## src/rtl/regfile_wr_arbiter.sv

```systemverilog
// Two-requester round-robin write arbiter for a 32x32 register file.
// After reset it can sweep registers 1..31 to zero before accepting requests.
module regfile_wr_arbiter #(
    parameter int unsigned CLEAR_EN = 1
) (
    input  logic        clk,
    input  logic        rst,
    input  logic        req0_valid,
    input  logic [4:0]  req0_addr,
    input  logic [31:0] req0_data,
    output logic        req0_ready,
    input  logic        req1_valid,
    input  logic [4:0]  req1_addr,
    input  logic [31:0] req1_data,
    output logic        req1_ready,
    output logic        we3,
    output logic [4:0]  wa3,
    output logic [31:0] wd3,
    output logic        init_done
);

    typedef enum logic {CLEAR, RUN} state_t;

    localparam state_t START_STATE = (CLEAR_EN != 0) ? CLEAR : RUN;

    state_t      state_q, state_d;
    logic [4:0]  cnt_q, cnt_d;
    logic        ptr_q, ptr_d;
    logic        we3_q, we3_d;
    logic [4:0]  wa3_q, wa3_d;
    logic [31:0] wd3_q, wd3_d;
    logic        run;
    logic        gnt1;

    // rst gates the combinational outputs too, so a RUN reset state cannot leak a ready.
    always_comb begin
        run        = (state_q == RUN) && !rst;
        gnt1       = req1_valid && (!req0_valid || ptr_q);
        req0_ready = run && req0_valid && !gnt1;
        req1_ready = run && gnt1;
        init_done  = run;
    end

    always_comb begin
        state_d = state_q;
        cnt_d   = cnt_q;
        ptr_d   = ptr_q;
        we3_d   = 1'b0;
        wa3_d   = wa3_q;
        wd3_d   = wd3_q;
        case (state_q)
            CLEAR: begin
                // Leave only after the address-31 write has been presented for a full cycle.
                if (we3_q && (wa3_q == 5'd31)) begin
                    state_d = RUN;
                end else begin
                    we3_d = 1'b1;
                    wa3_d = cnt_q;
                    wd3_d = '0;
                    if (cnt_q != 5'd31) cnt_d = cnt_q + 5'd1;
                end
            end
            RUN: begin
                if (req0_ready) begin
                    ptr_d = 1'b1;
                    if (req0_addr != 5'd0) begin
                        we3_d = 1'b1;
                        wa3_d = req0_addr;
                        wd3_d = req0_data;
                    end
                end else if (req1_ready) begin
                    ptr_d = 1'b0;
                    if (req1_addr != 5'd0) begin
                        we3_d = 1'b1;
                        wa3_d = req1_addr;
                        wd3_d = req1_data;
                    end
                end
            end
            default: state_d = START_STATE;
        endcase
    end

    always_ff @(posedge clk or posedge rst) begin
        if (rst) begin
            state_q <= START_STATE;
            cnt_q   <= 5'd1;
            ptr_q   <= 1'b0;
            we3_q   <= 1'b0;
            wa3_q   <= '0;
            wd3_q   <= '0;
        end else begin
            state_q <= state_d;
            cnt_q   <= cnt_d;
            ptr_q   <= ptr_d;
            we3_q   <= we3_d;
            wa3_q   <= wa3_d;
            wd3_q   <= wd3_d;
        end
    end

    assign we3 = we3_q;
    assign wa3 = wa3_q;
    assign wd3 = wd3_q;

endmodule
```

## config.mk

```make
export PLATFORM = sky130hd
export DESIGN_NAME = regfile_wr_arbiter
export DESIGN_NICKNAME = d
export VERILOG_FILES = /design/src/rtl/regfile_wr_arbiter.sv
export SDC_FILE = /design/constraint.sdc
export NUM_CORES = 1
export LEC_CHECK = 0
export ABC_AREA = 0
export ABC_CLOCK_PERIOD_IN_PS = 2300
export CAP_MARGIN = 20
export CORE_MARGIN = 8
export CORE_UTILIZATION = 41
export CTS_BUF_LIST = sky130_fd_sc_hd__clkbuf_16
export DETAILED_ROUTE_END_ITERATION = 6
export PLACE_DENSITY = 0.88
export SLEW_MARGIN = 15
export SYNTH_ARGS = -nofsm -noshare
export SYNTH_HDL_FRONTEND = slang
export SYNTH_SLANG_ARGS = --single-unit
```

## constraint.sdc

```tcl
create_clock -name clk -period 2.3 [get_ports clk]
set_input_delay 0.23 -clock clk [delete_from_list [all_inputs] [get_ports clk]]
set_output_delay 0.23 -clock clk [all_outputs]
set_load 0.03 [all_outputs]
```

* Yosys cells after proc, flatten, opt, wreduce, memory -nomap -nowiden
Cells that the tools add are included.
W data, S select, Z words.
** Word-level totals
- Register bits after elaboration :: 45
- Output and inout port bits :: 41
- Logic and storage cells :: 53
** Cells by class
- $add $sub $neg :: 1
- Equal/unequal tests :: 6
- Muxes and demuxes :: 22
- Bitwise gates (word level) :: 2
- Reduce and logical (&&, ||, !) cells :: 16
** Operators by type and width (number)
- $mux W32 :: 5
- $pmux W32 S2 :: 1
- $mux W5 :: 5
- $pmux W5 S2 :: 1
- $reduce_bool A5 Y1 :: 2
- $mux W1 :: 9
- $logic_and A1 B1 Y1 :: 6
- $ne A3 B2 Y1 const B :: 2
- $add A5 B1 Y5 const B :: 1
- $eq A5 B5 Y1 const B :: 1
- $ne A5 B5 Y1 const B :: 1
- $reduce_and A4 Y1 :: 1
- $logic_not A1 Y1 :: 3
- $ne A3 B3 Y1 const B :: 1
- $reduce_and A3 Y1 :: 1
- $ne A2 B2 Y1 const B :: 1
- $not A1 Y1 :: 2
- $pmux W1 S2 :: 1
- $reduce_and A2 Y1 :: 1
- $reduce_bool A2 Y1 :: 1
- $logic_or A1 B1 Y1 :: 1

* Logic depth before layout (Yosys ltp)
- Depth after elaboration :: 7
- Mapped depth :: 8
- Mapped depth without buffers :: 6

* Worst setup path before layout
OpenSTA, ideal clock, no wires.
- Kind :: reg2reg
- Start :: register state_q
- End :: register wa3_q[0], in the netlist wa3[0]
- Library setup time :: 0.125 ns
- Arrival time :: 2.012 ns
- Required time :: 2.175 ns
- Slack :: 0.162 ns
- Cell stages (with the launch flop) :: 8
- Cells stage by stage :: dfrtp_1 -> and2b_1 -> and3_2 -> o21ai_1 -> a311o_1 -> buf_6 -> buf_6 -> mux2_4
** RTL lines
- start: declaration :: line 26 : state_t state_q, state_d;
- start signal: assignment :: line 93 : state_q <= state_d;
- $logic_and A1 B1 Y1 :: line 37 : run = (state_q == RUN) && !rst;
- named net init_done :: line 19 : output logic init_done
- $logic_and A1 B1 Y1 :: line 40 : req1_ready = run && gnt1;
- named net req1_ready :: line 15 : output logic req1_ready,
- $ne A3 B3 Y1 (no source line)
- $reduce_and A4 Y1 (no source line)
- end signal: assignment :: line 97 : wa3_q <= wa3_d;
- end: declaration :: line 30 : logic [4:0] wa3_q, wa3_d;
The timed path passes the listed nets, and every way through them passes these cells.
A chain may end at the register's enable or synchronous reset.

* Worst setup path after layout
- Start :: input req1_addr[2]
- End :: register wd3_q[3], in the netlist wd3[3]
** On the way
- Word-level cells in the longest chain between the ends :: 3
** RTL lines
- start: declaration :: line 13 : input logic [4:0] req1_addr,
- $reduce_bool A5 Y1 :: line 73 : if (req1_addr != 5'd0) begin
- $ne A3 B2 Y1 (no source line)
- $reduce_and A4 Y1 (no source line)
- end signal: assignment :: line 98 : wd3_q <= wd3_d;
- end: declaration :: line 31 : logic [31:0] wd3_q, wd3_d;
No other way between the ends.

==> impl_metrics.py <==
metrics = {
    "clock_tree": {
        "cts_buffer_depth": 2,
        "clkSinkCount": 45,
        "cts_made_buffers": 5,
        "cts_tree": "done",
        "clkTransAtPathRegs_ps": 70,
        "clk_latency_ps": 280,
        "cts_resized": 0,
        "htree_levels": 2,
        "root_buffer": "clkbuf_16",
        "hold_buffers": 0,
        "post-cts-setup-buffers": 0,
    },
    "sta": {
        "min_period_ps": 1980,
        "setup_ws_ps": 320.4,
        "rsz0062_at_grt": "false",
        "tns_ps": 0,
        "setup_viol": 0,
        "fmax_mhz": 505.2,
        "slew_headroom_pct": 73.85,
        "post-route-period-util_pct": 86.07,
        "finalMaxSlewViolations": 0,
        "skew_ps": 6.010,
        "finalHoldViolCount": 0,
        "worst_pin_slew_ps": 392.3,
    },
    "placed_design": {
        "gp_congestion": 0.8195,
        "io_buffers": 118,
        "hpwlAfterDp_um": 5655,
        "place_ws_ps": 34.77,
    },
    "synth": {
        "syn_nets": 327,
        "synthAdderAreaFrac_pct": 1.008,
        "synth_compound_area_share_pct": 11.54,
        "yosys-top-cells-count": "nand2_1 (78), dfrtp_1 (44), a21boi_0 (32)",
        "ys_types": 27,
        "syn_avg_cell_area_sq_um": 10.06,
        "synth.largest_area_cell": "dfrtp_1",
        "synthTopCellsByArea": "dfrtp_1 (44%), nand2_1 (12%), mux2_4 (11%), a21boi_0 (9.7%), mux2_2 (9.1%)",
        "yosys_warnings": 0,
        "synth_edf_count": 0,
        "ys.flop_type": "dfrtp_1",
        "syn_area_sq_um": 2484,
        "synth_top_family_by_area": "multiplexers",
        "yosysSeqAreaShare_pct": 45.39,
        "synth-simple-area-share_pct": 16.42,
        "yosysTopAreaCellShare_pct": 44.33,
        "synth_mux_area_share_pct": 20.55,
        "async_reset_ff_share_pct": 100.0,
        "ys_ff_latch": 45,
        "synthCells": 247,
        "synth_xor_area_share_pct": 1.058,
        "yosysMostFrequentCell": "nand2_1",
    },
    "pwr": {
        "share_comb_of_total_power_pct": 37.9,
        "internal_power_mw": 2.189,
        "clockPowerShare_pct": 29.2,
        "p_per_area_nw_per_um2": 796.7,
        "cellLeakagePower_nw": 1.815,
        "p_sw_share_pct": 30.97,
        "p_seq_share_pct": 32.9,
        "vdd_drop_max_v": 0.0004481,
        "p_sw_uw": 981.9,
    },
    "layout": {
        "num-fill-cells": 458,
        "fin_util_pct": 67.62,
        "antennaDiodeCount": 0,
        "syn2layout_area_growth_pct": 60.25,
        "post_route_cells_drive_above_1_share_pct": 17.71,
        "nets": 446,
    },
    "critical_path": {
        "crit_start": "req1_addr[2]",
        "endpoint_kind": "register",
        "critPathBufInv": 2,
        "path_class": "in -> reg",
        "startpoint_type": "input pin",
        "worstPathRequired_ps": 2470,
        "critical-path-max-stage-delay_ps": 540,
        "crit_chain": "clkdlybuf4s50_1 -> or4_1 -> o21ai_1 -> a311o_2 -> buf_12 -> mux2_2",
        "reg2reg_from": "state_q",
        "critical_path.top_delay_family": "buffers and inverters",
        "cp_slowest_cell": "or4_1",
        "arrival_ps": 2150,
        "cp_max_fo": 20,
    },
    "floorplan": {
        "core.rowCount": 28,
        "die_h_um": 93.83,
        "core_sq_um": 5886,
        "die_area_sq_um": 8804,
        "initial_core_util_pct": 42.20,
        "io_pins": 119,
        "die_x_um": 93.83,
    },
    "detailed_routing": {
        "via_count": 2206,
        "drtIter0Drc": 70,
        "firstDrtPassIters": 4,
        "ant_nets": 0,
        "drc_errors": 0,
        "avgViaCountPerCell": 4.991,
        "wl_per_cell_um": 16.44,
        "wirelength_um": 7266,
    },
    "run": {
        "drv_cap": 0,
    },
    "worst_hold_path": {
        "worstHoldPathType": "in -> async",
    },
    "global_route": {
        "antenna_found_initial": 0,
        "track_usage_pct": 16.61,
        "grt_pass1_wl_um": 11770,
        "grt_overflow": 0,
        "grt_start_max_net_pins": 47,
        "grt_pass1_vias": 2356,
    },
    "outcome": {
        "outcome": "complete, no violations",
    },
}
## metal layers
layer	up-vias	global-route usage (%)	wire (um)
met4	0	3.699	73
li1	1069	-	-
met5	-	0	0
met1	1051	18.75	2847
met3	6	5.915	625
met2	80	29.17	3719
## worst paths after layout
| path | end | cells past startpoint | slack [ps] |
|---|---|---|---|
| setup / recovery | wd3[3] | 6 | 320 |
| hold / removal | wa3[1] | 2 | 310 |
| hold reg to reg | wd3[16] | 1 | 500 |
| setup reg to reg | wd3[31] | 5 | 430 |
| max in group asynchronous | cnt_q[0] | 3 | 1390 |
| min in group clk | wd3[16] | 1 | 500 |
## cells in the final DEF (no fill, tap or decap), drive strengths merged, types with 2 or more instances in the layout
| cell | count |
|---|---|
| a21boi | 32 |
| a31oi | 5 |
| and3 | 2 |
| buf | 13 |
| bufinv | 2 |
| clkbuf | 5 |
| clkdlybuf4s50 | 116 |
| dfrtp | 44 |
| ha | 2 |
| inv | 4 |
| mux2 | 39 |
| nand2 | 78 |
| nand4 | 2 |
| nor2 | 8 |
| nor3 | 3 |
| or4 | 2 |
| xnor2 | 2 |
## sequential cells by signal, summed over array words and instances, names as in the netlist
register and count:
state_q 1, ptr_q 1, wd3 32, wa3 5
we3 1, cnt_q 5
## power by group through the flow
stage	clock network [mW]	registers, mW	logic (mW)
after floorplan	0	1.36	0.342
after global placement	0	1.05	1.19
after detailed placement	0	1.06	1.21
after CTS	0.943	1.04	1.22
after global routing	0.979	1.06	1.27
final	0.925	1.04	1.20
## kinds of logic (layout without fill, tap and decap cells)
family,after synthesis,after routing
simple gates,99,99
flops,45,45
compound gates,39,39
mux,39,39
buf+inv,20,140
xor+xnor,3,3
fa+ha+maj,2,2
## per-stage QoR
step	power [mW]	std cells	hold slack [ps]	cell area [sq um]
after floorplan	1.699	247	459.3	2484
after global placement	2.232	434	486.6	3786
after CTS	3.204	442	332.8	3980
after global routing	3.311	442	358.2	3980
final	3.171	442	311.0	3980
after detailed placement	2.268	434	492.3	3786
## layout make-up
cell class	count	area, sq um	share of cell area [%]
Timing Repair Buffer	129	1296	32.57
Multi-Input combinational cell	182	1257	31.59
Sequential cell	45	1127	28.32
Clock buffer	5	125.1	3.144
Tap cell	75	93.84	2.358
Clock inverter	3	68.82	1.729
Inverter	3	11.26	0.2829
No activity file was read; power rests on OpenSTA's default activity.
